**src/rtl/id_ex_stage_pkg.sv**
```systemverilog
// Shared MIPS pipeline definitions: ALU opcodes, forward-select codes, default widths.
// Latency: n/a (types and constants only).
// Backpressure: n/a.
package mips_pkg;

    localparam int DATA_W = 32;
    localparam int REG_AW = 5;

    localparam logic [2:0] ALU_ADD = 3'b000;
    localparam logic [2:0] ALU_SUB = 3'b001;
    localparam logic [2:0] ALU_AND = 3'b010;
    localparam logic [2:0] ALU_OR  = 3'b011;
    localparam logic [2:0] ALU_XOR = 3'b100;
    localparam logic [2:0] ALU_SLT = 3'b101;
    localparam logic [2:0] ALU_NOR = 3'b110;
    localparam logic [2:0] ALU_NOP = 3'b111;

    typedef enum logic [1:0] {
        FWD_REG = 2'd0,
        FWD_MEM = 2'd1,
        FWD_WB  = 2'd2
    } fwd_e;

    typedef struct packed {
        logic regwrite;
        logic memread;
        logic memwrite;
        logic branch;
    } ctrl_t;

endpackage

```
**src/rtl/id_ex_stage_if.sv**
```systemverilog
// ID->EX bus: decoded instruction, EX outputs and MEM/WB forwarding sources.
// Latency: n/a (wiring only).
// Backpressure: id_valid/id_ready toward ID, ex_valid/ex_ready toward the ALU side.
interface id_ex_stage_if #(
    parameter int DATA_W = mips_pkg::DATA_W,
    parameter int REG_AW = mips_pkg::REG_AW
);
    logic              id_valid;
    logic              id_ready;
    logic [2:0]        id_aluop;
    logic [DATA_W-1:0] id_rs_data;
    logic [DATA_W-1:0] id_rt_data;
    logic [DATA_W-1:0] id_imm;
    logic              id_alusrc;
    logic [REG_AW-1:0] id_rs;
    logic [REG_AW-1:0] id_rt;
    logic [REG_AW-1:0] id_rd;
    logic              id_rt_used;
    logic              id_regwrite;
    logic              id_memread;
    logic              id_memwrite;
    logic              id_branch;
    logic              flush;
    logic              ex_ready;
    logic              mem_regwrite;
    logic              wb_regwrite;
    logic [REG_AW-1:0] mem_rd;
    logic [REG_AW-1:0] wb_rd;
    logic [DATA_W-1:0] mem_result;
    logic [DATA_W-1:0] wb_result;
    logic              ex_valid;
    logic [2:0]        ex_aluop;
    logic [DATA_W-1:0] ex_data1;
    logic [DATA_W-1:0] ex_data2;
    logic [DATA_W-1:0] ex_store_data;
    logic [REG_AW-1:0] ex_rd;
    logic              ex_regwrite;
    logic              ex_memread;
    logic              ex_memwrite;
    logic              ex_branch;
    logic              hazard_stall;

    modport master (
        output id_valid, id_aluop, id_rs_data, id_rt_data, id_imm, id_alusrc,
               id_rs, id_rt, id_rd, id_rt_used, id_regwrite, id_memread,
               id_memwrite, id_branch, flush, ex_ready, mem_regwrite, wb_regwrite,
               mem_rd, wb_rd, mem_result, wb_result,
        input  id_ready, ex_valid, ex_aluop, ex_data1, ex_data2, ex_store_data,
               ex_rd, ex_regwrite, ex_memread, ex_memwrite, ex_branch, hazard_stall
    );

    modport slave (
        input  id_valid, id_aluop, id_rs_data, id_rt_data, id_imm, id_alusrc,
               id_rs, id_rt, id_rd, id_rt_used, id_regwrite, id_memread,
               id_memwrite, id_branch, flush, ex_ready, mem_regwrite, wb_regwrite,
               mem_rd, wb_rd, mem_result, wb_result,
        output id_ready, ex_valid, ex_aluop, ex_data1, ex_data2, ex_store_data,
               ex_rd, ex_regwrite, ex_memread, ex_memwrite, ex_branch, hazard_stall
    );

endinterface

```
**src/rtl/id_ex_stage_fwd_sel.sv**
```systemverilog
// Operand forwarding mux: MEM result beats WB result beats the registered value.
// Latency: combinational.
// Backpressure: none.
module fwd_sel #(
    parameter int DATA_W = mips_pkg::DATA_W,
    parameter int REG_AW = mips_pkg::REG_AW
) (
    input  logic [REG_AW-1:0] src,
    input  logic [DATA_W-1:0] reg_val,
    input  logic              mem_regwrite,
    input  logic [REG_AW-1:0] mem_rd,
    input  logic [DATA_W-1:0] mem_result,
    input  logic              wb_regwrite,
    input  logic [REG_AW-1:0] wb_rd,
    input  logic [DATA_W-1:0] wb_result,
    output logic [DATA_W-1:0] fwd_val
);
    import mips_pkg::*;

    fwd_e sel;

    // $0 is hardwired to zero, so a write to it is never a forwarding source.
    always_comb begin
        sel = FWD_REG;
        if (mem_regwrite && (mem_rd != '0) && (mem_rd == src)) begin
            sel = FWD_MEM;
        end else if (wb_regwrite && (wb_rd != '0) && (wb_rd == src)) begin
            sel = FWD_WB;
        end
    end

    always_comb begin
        fwd_val = reg_val;
        case (sel)
            FWD_MEM: fwd_val = mem_result;
            FWD_WB:  fwd_val = wb_result;
            default: fwd_val = reg_val;
        endcase
    end

endmodule

```
**src/rtl/id_ex_stage.sv**
```systemverilog
// ID/EX register with load-use bubbles, flush and operand forwarding (ID_EX_FORWARD_EN).
// Latency: 1 cycle from ID handshake to ex_valid; operand muxes are combinational.
// Backpressure: holds while ex_valid & ~ex_ready (operands refreshed); id_ready drops on hold or hazard.
module id_ex_stage #(
    parameter int DATA_W = mips_pkg::DATA_W,
    parameter int REG_AW = mips_pkg::REG_AW
) (
    input logic          clk,
    input logic          rst,
    id_ex_stage_if.slave bus
);
    import mips_pkg::*;

    logic              ex_valid_q;
    logic [2:0]        aluop_q;
    ctrl_t             ctrl_q;
    logic [REG_AW-1:0] rs_q;
    logic [REG_AW-1:0] rt_q;
    logic [REG_AW-1:0] rd_q;
    logic [DATA_W-1:0] rs_data_q;
    logic [DATA_W-1:0] rt_data_q;
    logic [DATA_W-1:0] imm_q;
    logic              alusrc_q;
    logic [DATA_W-1:0] rs_fwd;
    logic [DATA_W-1:0] rt_fwd;
    logic              advance;
    logic              hazard;

    function automatic logic reads_reg(input logic [REG_AW-1:0] rd,
                                       input logic [REG_AW-1:0] rs,
                                       input logic [REG_AW-1:0] rt,
                                       input logic              rt_used);
        return (rd != '0) && ((rd == rs) || (rt_used && (rd == rt)));
    endfunction

    assign advance = bus.ex_ready | ~ex_valid_q;

`ifdef ID_EX_FORWARD_EN
    localparam logic FWD_ON = 1'b1;

    // Only a load in EX cannot be covered by forwarding next cycle.
    assign hazard = bus.id_valid & ex_valid_q & ctrl_q.memread
                  & reads_reg(rd_q, bus.id_rs, bus.id_rt, bus.id_rt_used);
`else
    localparam logic FWD_ON = 1'b0;

    // Without forwarding, any in-flight producer of a source must retire first.
    assign hazard = bus.id_valid & (
          (ex_valid_q & (ctrl_q.regwrite | ctrl_q.memread)
                      & reads_reg(rd_q, bus.id_rs, bus.id_rt, bus.id_rt_used))
        | (bus.mem_regwrite & reads_reg(bus.mem_rd, bus.id_rs, bus.id_rt, bus.id_rt_used))
        | (bus.wb_regwrite  & reads_reg(bus.wb_rd,  bus.id_rs, bus.id_rt, bus.id_rt_used)));
`endif

    fwd_sel #(.DATA_W(DATA_W), .REG_AW(REG_AW)) u_fwd_rs (
        .src          (rs_q),
        .reg_val      (rs_data_q),
        .mem_regwrite (bus.mem_regwrite & FWD_ON),
        .mem_rd       (bus.mem_rd),
        .mem_result   (bus.mem_result),
        .wb_regwrite  (bus.wb_regwrite & FWD_ON),
        .wb_rd        (bus.wb_rd),
        .wb_result    (bus.wb_result),
        .fwd_val      (rs_fwd)
    );

    fwd_sel #(.DATA_W(DATA_W), .REG_AW(REG_AW)) u_fwd_rt (
        .src          (rt_q),
        .reg_val      (rt_data_q),
        .mem_regwrite (bus.mem_regwrite & FWD_ON),
        .mem_rd       (bus.mem_rd),
        .mem_result   (bus.mem_result),
        .wb_regwrite  (bus.wb_regwrite & FWD_ON),
        .wb_rd        (bus.wb_rd),
        .wb_result    (bus.wb_result),
        .fwd_val      (rt_fwd)
    );

    always_ff @(posedge clk) begin
        if (rst) begin
            ex_valid_q <= 1'b0;
            aluop_q    <= ALU_NOP;
            ctrl_q     <= '0;
            rs_q       <= '0;
            rt_q       <= '0;
            rd_q       <= '0;
            rs_data_q  <= '0;
            rt_data_q  <= '0;
            imm_q      <= '0;
            alusrc_q   <= 1'b0;
        end else if (bus.flush) begin
            ex_valid_q <= 1'b0;
        end else if (advance && hazard) begin
            ex_valid_q <= 1'b0;
            ctrl_q     <= '0;
            aluop_q    <= ALU_NOP;
        end else if (advance && bus.id_valid) begin
            ex_valid_q <= 1'b1;
            aluop_q    <= bus.id_aluop;
            ctrl_q     <= {bus.id_regwrite, bus.id_memread, bus.id_memwrite, bus.id_branch};
            rs_q       <= bus.id_rs;
            rt_q       <= bus.id_rt;
            rd_q       <= bus.id_rd;
            rs_data_q  <= bus.id_rs_data;
            rt_data_q  <= bus.id_rt_data;
            imm_q      <= bus.id_imm;
            alusrc_q   <= bus.id_alusrc;
        end else if (advance) begin
            ex_valid_q <= 1'b0;
        end else begin
            // Capture producers that retire while we are stalled downstream.
            rs_data_q <= rs_fwd;
            rt_data_q <= rt_fwd;
        end
    end

    assign bus.id_ready      = bus.flush | (advance & ~hazard);
    assign bus.hazard_stall  = hazard & ~bus.flush;
    assign bus.ex_valid      = ex_valid_q;
    assign bus.ex_aluop      = aluop_q;
    assign bus.ex_data1      = rs_fwd;
    assign bus.ex_data2      = alusrc_q ? imm_q : rt_fwd;
    assign bus.ex_store_data = rt_fwd;
    assign bus.ex_rd         = rd_q;
    assign bus.ex_regwrite   = ctrl_q.regwrite;
    assign bus.ex_memread    = ctrl_q.memread;
    assign bus.ex_memwrite   = ctrl_q.memwrite;
    assign bus.ex_branch     = ctrl_q.branch;

endmodule

```
**src/flat_wrapper.sv**
```systemverilog
// flat-port wrapper written by rule: the top's interface ports become plain ports
module id_ex_stage_flat import mips_pkg::*;
#(
    parameter int DATA_W = mips_pkg::DATA_W,
    parameter int REG_AW = mips_pkg::REG_AW
)
  (clk, rst, bus_id_valid, bus_id_aluop, bus_id_rs_data, bus_id_rt_data, bus_id_imm, bus_id_alusrc, bus_id_rs, bus_id_rt, bus_id_rd, bus_id_rt_used, bus_id_regwrite, bus_id_memread, bus_id_memwrite, bus_id_branch, bus_flush, bus_ex_ready, bus_mem_regwrite, bus_wb_regwrite, bus_mem_rd, bus_wb_rd, bus_mem_result, bus_wb_result, bus_id_ready, bus_ex_valid, bus_ex_aluop, bus_ex_data1, bus_ex_data2, bus_ex_store_data, bus_ex_rd, bus_ex_regwrite, bus_ex_memread, bus_ex_memwrite, bus_ex_branch, bus_hazard_stall);
  id_ex_stage_if #(.DATA_W(DATA_W), .REG_AW(REG_AW)) bus_i ();
  input logic clk;
  input logic rst;
  input wire logic [$bits(bus_i.id_valid)-1:0] bus_id_valid;
  input wire logic [$bits(bus_i.id_aluop)-1:0] bus_id_aluop;
  input wire logic [$bits(bus_i.id_rs_data)-1:0] bus_id_rs_data;
  input wire logic [$bits(bus_i.id_rt_data)-1:0] bus_id_rt_data;
  input wire logic [$bits(bus_i.id_imm)-1:0] bus_id_imm;
  input wire logic [$bits(bus_i.id_alusrc)-1:0] bus_id_alusrc;
  input wire logic [$bits(bus_i.id_rs)-1:0] bus_id_rs;
  input wire logic [$bits(bus_i.id_rt)-1:0] bus_id_rt;
  input wire logic [$bits(bus_i.id_rd)-1:0] bus_id_rd;
  input wire logic [$bits(bus_i.id_rt_used)-1:0] bus_id_rt_used;
  input wire logic [$bits(bus_i.id_regwrite)-1:0] bus_id_regwrite;
  input wire logic [$bits(bus_i.id_memread)-1:0] bus_id_memread;
  input wire logic [$bits(bus_i.id_memwrite)-1:0] bus_id_memwrite;
  input wire logic [$bits(bus_i.id_branch)-1:0] bus_id_branch;
  input wire logic [$bits(bus_i.flush)-1:0] bus_flush;
  input wire logic [$bits(bus_i.ex_ready)-1:0] bus_ex_ready;
  input wire logic [$bits(bus_i.mem_regwrite)-1:0] bus_mem_regwrite;
  input wire logic [$bits(bus_i.wb_regwrite)-1:0] bus_wb_regwrite;
  input wire logic [$bits(bus_i.mem_rd)-1:0] bus_mem_rd;
  input wire logic [$bits(bus_i.wb_rd)-1:0] bus_wb_rd;
  input wire logic [$bits(bus_i.mem_result)-1:0] bus_mem_result;
  input wire logic [$bits(bus_i.wb_result)-1:0] bus_wb_result;
  output wire logic [$bits(bus_i.id_ready)-1:0] bus_id_ready;
  output wire logic [$bits(bus_i.ex_valid)-1:0] bus_ex_valid;
  output wire logic [$bits(bus_i.ex_aluop)-1:0] bus_ex_aluop;
  output wire logic [$bits(bus_i.ex_data1)-1:0] bus_ex_data1;
  output wire logic [$bits(bus_i.ex_data2)-1:0] bus_ex_data2;
  output wire logic [$bits(bus_i.ex_store_data)-1:0] bus_ex_store_data;
  output wire logic [$bits(bus_i.ex_rd)-1:0] bus_ex_rd;
  output wire logic [$bits(bus_i.ex_regwrite)-1:0] bus_ex_regwrite;
  output wire logic [$bits(bus_i.ex_memread)-1:0] bus_ex_memread;
  output wire logic [$bits(bus_i.ex_memwrite)-1:0] bus_ex_memwrite;
  output wire logic [$bits(bus_i.ex_branch)-1:0] bus_ex_branch;
  output wire logic [$bits(bus_i.hazard_stall)-1:0] bus_hazard_stall;
  assign bus_i.id_valid = bus_id_valid;
  assign bus_i.id_aluop = bus_id_aluop;
  assign bus_i.id_rs_data = bus_id_rs_data;
  assign bus_i.id_rt_data = bus_id_rt_data;
  assign bus_i.id_imm = bus_id_imm;
  assign bus_i.id_alusrc = bus_id_alusrc;
  assign bus_i.id_rs = bus_id_rs;
  assign bus_i.id_rt = bus_id_rt;
  assign bus_i.id_rd = bus_id_rd;
  assign bus_i.id_rt_used = bus_id_rt_used;
  assign bus_i.id_regwrite = bus_id_regwrite;
  assign bus_i.id_memread = bus_id_memread;
  assign bus_i.id_memwrite = bus_id_memwrite;
  assign bus_i.id_branch = bus_id_branch;
  assign bus_i.flush = bus_flush;
  assign bus_i.ex_ready = bus_ex_ready;
  assign bus_i.mem_regwrite = bus_mem_regwrite;
  assign bus_i.wb_regwrite = bus_wb_regwrite;
  assign bus_i.mem_rd = bus_mem_rd;
  assign bus_i.wb_rd = bus_wb_rd;
  assign bus_i.mem_result = bus_mem_result;
  assign bus_i.wb_result = bus_wb_result;
  assign bus_id_ready = bus_i.id_ready;
  assign bus_ex_valid = bus_i.ex_valid;
  assign bus_ex_aluop = bus_i.ex_aluop;
  assign bus_ex_data1 = bus_i.ex_data1;
  assign bus_ex_data2 = bus_i.ex_data2;
  assign bus_ex_store_data = bus_i.ex_store_data;
  assign bus_ex_rd = bus_i.ex_rd;
  assign bus_ex_regwrite = bus_i.ex_regwrite;
  assign bus_ex_memread = bus_i.ex_memread;
  assign bus_ex_memwrite = bus_i.ex_memwrite;
  assign bus_ex_branch = bus_i.ex_branch;
  assign bus_hazard_stall = bus_i.hazard_stall;
  id_ex_stage #(.DATA_W(DATA_W), .REG_AW(REG_AW)) u_core (.clk(clk), .rst(rst), .bus(bus_i));
endmodule
```
**config.mk**
```make
export PLATFORM = sky130hd
export DESIGN_NAME = id_ex_stage_flat
export DESIGN_NICKNAME = d
export VERILOG_FILES = /design/src/rtl/id_ex_stage_pkg.sv /design/src/rtl/id_ex_stage_if.sv /design/src/rtl/id_ex_stage_fwd_sel.sv /design/src/rtl/id_ex_stage.sv /design/src/flat_wrapper.sv
export SDC_FILE = /design/constraint.sdc
export NUM_CORES = 1
export LEC_CHECK = 0
export CORE_ASPECT_RATIO = 1.5
export CORE_MARGIN = 4
export CORE_UTILIZATION = 30
export CTS_CLUSTER_SIZE = 30
export DETAILED_ROUTE_END_ITERATION = 7
export DONT_BUFFER_PORTS = 1
export PLACE_DENSITY = 0.41
export RECOVER_POWER = 100
export SLEW_MARGIN = 20
export SYNTH_ARGS = -nofsm -noshare
export SYNTH_HDL_FRONTEND = slang
export SYNTH_SLANG_ARGS = --single-unit
```
**constraint.sdc**
```tcl
create_clock -name clk -period 3.9 [get_ports clk]
set_clock_uncertainty 0.2 [all_clocks]
set_input_delay 1.17 -clock clk [delete_from_list [all_inputs] [get_ports clk]]
set_output_delay 1.17 -clock clk [all_outputs]
set_load 0.01 [all_outputs]
```
## Yosys cells after proc, flatten, opt, wreduce, memory -nomap -nowiden

Index checks and enable logic that the tools add are counted.

- Flip-flop bits (word level): 110
- Latch bits: 0
- Memory bits (writable): 0
- Bits in read-only memories: 0
- Output and inout bits: 111
- Memories: 0

- Add/subtract/negate cells: 0
- Multipliers: 0
- Div/mod/pow operators: 0
- Order comparisons: 0
- Eq/ne operators: 6
- Shift operators: 0
- Multiplexer cells: 7
- Bitwise operators: 16
- Reduce and logical (&&, ||, !) cells: 19

Operator list:

| cell | number |
|---|---|
| two-way mux 32 bit | 1 |
| == test 5 bit | 6 |
| nonzero test 5 bit | 3 |
| logical AND 1 bit | 8 |
| two-way mux 4 bit | 2 |
| bitwise AND 1 bit | 7 |
| two-way mux 3 bit | 2 |
| bitwise OR 1 bit | 5 |
| NOT 1 bit | 4 |
| nonzero test 2 bit | 2 |
| logical OR 1 bit | 3 |
| AND reduction 3 bit | 1 |
| OR reduction 3 bit | 1 |
| two-way mux 1 bit | 2 |
| AND reduction 2 bit | 1 |

## Depth between registers and ports, before layout

- Word-level depth: 11
- Gate-level depth with buffers: 9
- Gate-level depth less buffers: 6

## Modules after synthesis

Synthesis repeated with hierarchy kept, for this count alone.

- Cells, all modules: 1009
- Area, all modules: 9227.6 um^2

Modules (own cells, without submodules):

| module | instances | cells each | area each (um^2) | sequential area each (um^2) |
|---|---|---|---|---|
| id_ex_stage | 1 | 649 | 6187.2 | 2402.3 |
| fwd_sel | 2 | 180 | 1520.2 | 0.0 |

## Worst setup path before layout

No wires, ideal clock.

- Kind: input to output
- From: input bus_wb_rd[0]
- To: output bus_id_ready
- Arrival: 2.691 ns
- Data required time: 2.530 ns
- Setup slack: -0.161 ns
- Cell stages on the path: 7
- Path through: or4_1 -> o21a_1 -> a222oi_1 -> buf_2 -> buf_6 -> nor2b_1 -> nor2_1

- Longest elaborated chain between the ends: 10
- Elaborated cells between the ends (all ways): 12
- Classes of those cells: eq/ne (2); bitwise (6); reduce/logical (4)

RTL lines:

| item | line | source |
|---|---|---|
| start: declaration | flat_wrapper.sv:30 | `input wire logic [$bits(bus_i.wb_rd)-1:0] bus_wb_rd;` |
| == test 5 bit | id_ex_stage.sv:33 | `return (rd != '0) && ((rd == rs) \|\| (rt_used && (rd == rt)));` |
| logical AND 1 bit | id_ex_stage.sv:33 |  |
| logical OR 1 bit | id_ex_stage.sv:33 |  |
| logical AND 1 bit (*) | id_ex_stage.sv:33 |  |
| bitwise AND 1 bit (*) | id_ex_stage.sv:52 | `\| (bus.wb_regwrite & reads_reg(bus.wb_rd, bus.id_rs, bus.id_rt, bus.id_rt_used)));` |
| bitwise OR 1 bit (*) | id_ex_stage.sv:52 |  |
| bitwise AND 1 bit (*) | id_ex_stage.sv:48 | `assign hazard = bus.id_valid & (` |
| NOT 1 bit (*) | id_ex_stage.sv:117 | `assign bus.id_ready = bus.flush \| (advance & ~hazard);` |
| bitwise AND 1 bit (*) | id_ex_stage.sv:117 |  |
| bitwise OR 1 bit (*) | id_ex_stage.sv:117 |  |
| end: declaration | flat_wrapper.sv:33 | `output wire logic [$bits(bus_i.id_ready)-1:0] bus_id_ready;` |

Mark *: on every way between the ends. The rest lies on a longest branch, timed or not.

## Worst setup path in the final report

Ends and elaborated chain as after synthesis.

==> flow_metrics.py <==
metrics = {
    "status": {
        "status": "finished clean",
    },
    "clocking": {
        "cts.htree.levels": 3,
        "cts_made_buffers": 9,
        "cts_tree": "built",
        "cts.sinks": 110,
        "cts_max_path_buffers": 2,
        "cts_root_buf": "clkbuf_16",
        "cts_hold_buffers": 0,
        "path_clk_slew_ns": 0.08,
        "clk_latency_ns": 0.35,
    },
    "yosys": {
        "synth_cell_types": 26,
        "yosysSeqAreaShare_pct": 40.3,
        "synth_area_leaders": "dfxtp_1 40%, a21bo_2 19%, a21oi_1 9.7%, nand3_1 9.6%, mux2_2 6.6%",
        "postSynthCellCount": 589,
        "synth-seq-cells": 110,
        "netlist_area_mm2": 0.00546,
        "synth_top_area_share_pct": 40.3,
        "synth_area_leader_cell": "dfxtp_1",
        "syn_avg_cell_area_um2": 9.27,
        "synth_nets": 790,
        "yosysWarnings": 0,
    },
    "detailed_routing": {
        "drc": 0,
        "antenna_left": 0,
        "drt_wl_total_um": 15200,
        "drt_iter0_markers": 182,
        "vias": 4170,
        "avgViaCountPerCell": 5.43,
        "wire_per_inst_um": 19.8,
        "drt_pass1_iterations": 4,
    },
    "finish": {
        "ff_latch_area_mm2": 0.00220,
        "num-fill-cells": 1906,
        "area_growth_syn_to_layout_pct": 7.31,
        "final_cell_area_mm2": 0.00586,
        "nets": 746,
        "multiInputGateArea_mm2": 0.00296,
        "drive_gt1_share_pct": 23.8,
        "layout.cells.non_filler": 768,
        "utilization_pct": 32.7,
    },
    "floorplanning": {
        "dieArea_mm2": 0.0205,
        "die_w_um": 118,
        "start_util_pct": 30.4,
        "rows": 60,
        "ios": 312,
        "fp.coreArea_mm2": 0.0179,
        "die_height_um": 173,
    },
    "power": {
        "p_leak_nw": 2.08,
        "pwr_density_cell_mw_per_mm2": 424,
        "peakVddDrop_mv": 0.228,
    },
    "critical_path": {
        "startpoint_type": "primary input",
        "end_kind": "output port",
        "critPathMaxFanout": 3,
        "crit_start": "bus_wb_rd[0]",
        "reg2reg_to": "u_core.bus.ex_regwrite",
        "r2r-start": "u_core.bus.ex_rd[4]",
        "reg2reg_depth": 8,
        "reg2reg_slack_ns": 0.93,
        "critical_path_class": "primary input to output port",
        "cp.required_ns": 2.53,
        "arrival_ns": 2.52,
    },
    "placement": {
        "io_buffers": 0,
        "dpl_cell_area_mm2": 0.00554,
        "post-dp-hpwl_um": 10200,
        "dp_slack_ns": -0.139,
        "dp.cells": 750,
        "place.gp.congestion": 0.900,
    },
    "sta": {
        "fmax_mhz": 257,
        "timing.final.crit_period_ns": 3.89,
        "worst_slew_pin_slew_ns": 0.932,
        "slew_viol_final": 0,
        "fin_crit_sh_pct": 99.8,
        "relSlewSlack_pct": 37.9,
        "fin_ws_ns": 0.00595,
        "finalSetupViolCount": 0,
        "timing.final.hold_violations": 0,
        "rsz0062_at_grt": "yes",
    },
    "run": {
        "cap_violations": 0,
    },
    "global_route": {
        "grt_overflow": 0,
        "first_global_vias": 4153,
        "grt_pass1_wl_um": 23500,
        "antenna_found_initial": 1,
        "grt_usage_pct": 14.3,
        "grt_start_max_net_pins": 207,
    },
    "worst_hold_path": {
        "hold_path_end": "u_core.bus.ex_aluop[1]",
        "hp-class": "register to register",
        "whs_path_depth": 2,
        "min_from": "u_core.bus.ex_aluop[1]",
    },
}
-- cells in the final DEF (no fill, tap or decap), types with 2 or more instances in the layout --
master	Yosys	layout
or4_4	0	2
a21oi_1	106	106
mux2_1	0	32
nand2_1	8	8
o21a_1	2	2
a21bo_2	102	102
clkbuf_16	0	9
nand2b_1	2	2
nor2_1	7	6
dfxtp_1	110	109
buf_12	0	4
nand4_1	3	3
o22ai_1	3	3
a22o_1	4	4
inv_1	3	3
inv_6	0	2
nand3_1	105	105
buf_4	10	3
xnor2_1	30	30
-- metal layers --
metal | GRT usage [%] | wire length [µm]
met2 | 24.1 | 7660
met4 | 6.01 | 393
met5 | 0 | 13
met1 | 15.9 | 5830
met3 | 5.62 | 1270
-- logic make-up after synthesis --
family	share of synthesized area, %
and+or+nand+nor	12.3
xor gates and xnor gates	4.81
DFF	40.3
buffers and inverters	5.80
muxes	6.60
AOI/OAI and AO/OA	30.2
-- worst max-delay path: stages --
cell and delay, ns:
or4_4 0.52, o21a_1 0.18, a222oi_1 0.31, buf_4 0.19, nor2b_4 0.05, nor2_4 0.10
-- power breakdown --
part / internal (mW) / switching [mW] / total (mW)
Sequential: 1.18 / 0.0668 / 1.25
Clock: 0.523 / 0.437 / 0.960
Combinational: 0.137 / 0.138 / 0.275
Total: 1.84 / 0.642 / 2.48
-- synthesized netlist by cell type --
master	instances
dfxtp_1	110
o21a_1	2
or4_1	2
nand3_1	105
o21ai_0	1
buf_4	10
a21bo_2	102
and2_1	1
mux2_2	32
nor2b_1	2
a21oi_1	106
nor3b_4	1
nor3_1	1
buf_2	10
a22o_1	4
buf_6	3
a211oi_2	1
xnor2_1	30
o22ai_1	3
clkbuf_1	39
nand2_1	8
a222oi_1	1
nand2b_1	2
nor2_1	7
nand4_1	3
inv_1	3
-- flip-flops by register name (all words and copies together), names as in the netlist --
| name | count |
|---|---|
| u_core.rt_data_q | 32 |
| u_core.imm_q | 32 |
| u_core.bus.ex_rd | 5 |
| u_core.bus.ex_aluop | 3 |
| u_core.bus.ex_memread | 1 |
| u_core.alusrc_q | 1 |
| u_core.bus.ex_regwrite | 1 |
| u_core.rs_data_q | 32 |
| u_core.bus.ex_valid | 1 |
| u_core.bus.ex_branch | 1 |
| u_core.bus.ex_memwrite | 1 |
-- stage by stage --
step                power, mW  hold slack, ns  TNS [ns]
floorplan                1.52           0.308   -0.0859
global placement         1.55           0.329    -0.906
detailed placement       1.56           0.328     -1.01
CTS                      2.54           0.339   -0.0511
global route             2.61           0.357   -0.0369
finish                   2.48           0.335         0
-- worst max-delay path by stage --
stage / slack [ns] / end
3_5_place_dp: -0.14 / u_core.bus.ex_aluop[0]
2_1_floorplan: -0.09 / bus_id_ready
3_3_place_gp: -0.14 / bus_id_ready
4_1_cts: -0.05 / bus_id_ready
5_1_grt: -0.04 / bus_id_ready
6_report: 0.006 / bus_id_ready
-- final cells by class --
| type | instances | area share, % |
|---|---|---|
| Sequential cell | 110 | 37.6 |
| Clock buffer | 11 | 4.14 |
| Clock inverter | 5 | 1.09 |
| Tap cell | 217 | 4.63 |
| Inverter | 3 | 0.192 |
| Antenna cell | 1 | 0.0427 |
| Timing Repair Buffer | 7 | 1.75 |
| Multi-Input combinational cell | 414 | 50.5 |
-- what timing repair did --
| item | 4_1_cts | 5_1_grt |
|---|---|---|
| pin swaps | 2 | 1 |
| setup endpoints to repair | 1 | 1 |
| setup buffers | 1 | 0 |
| gates resized for setup | 1 | 1 |
Power figures use the tool's default switching activity.
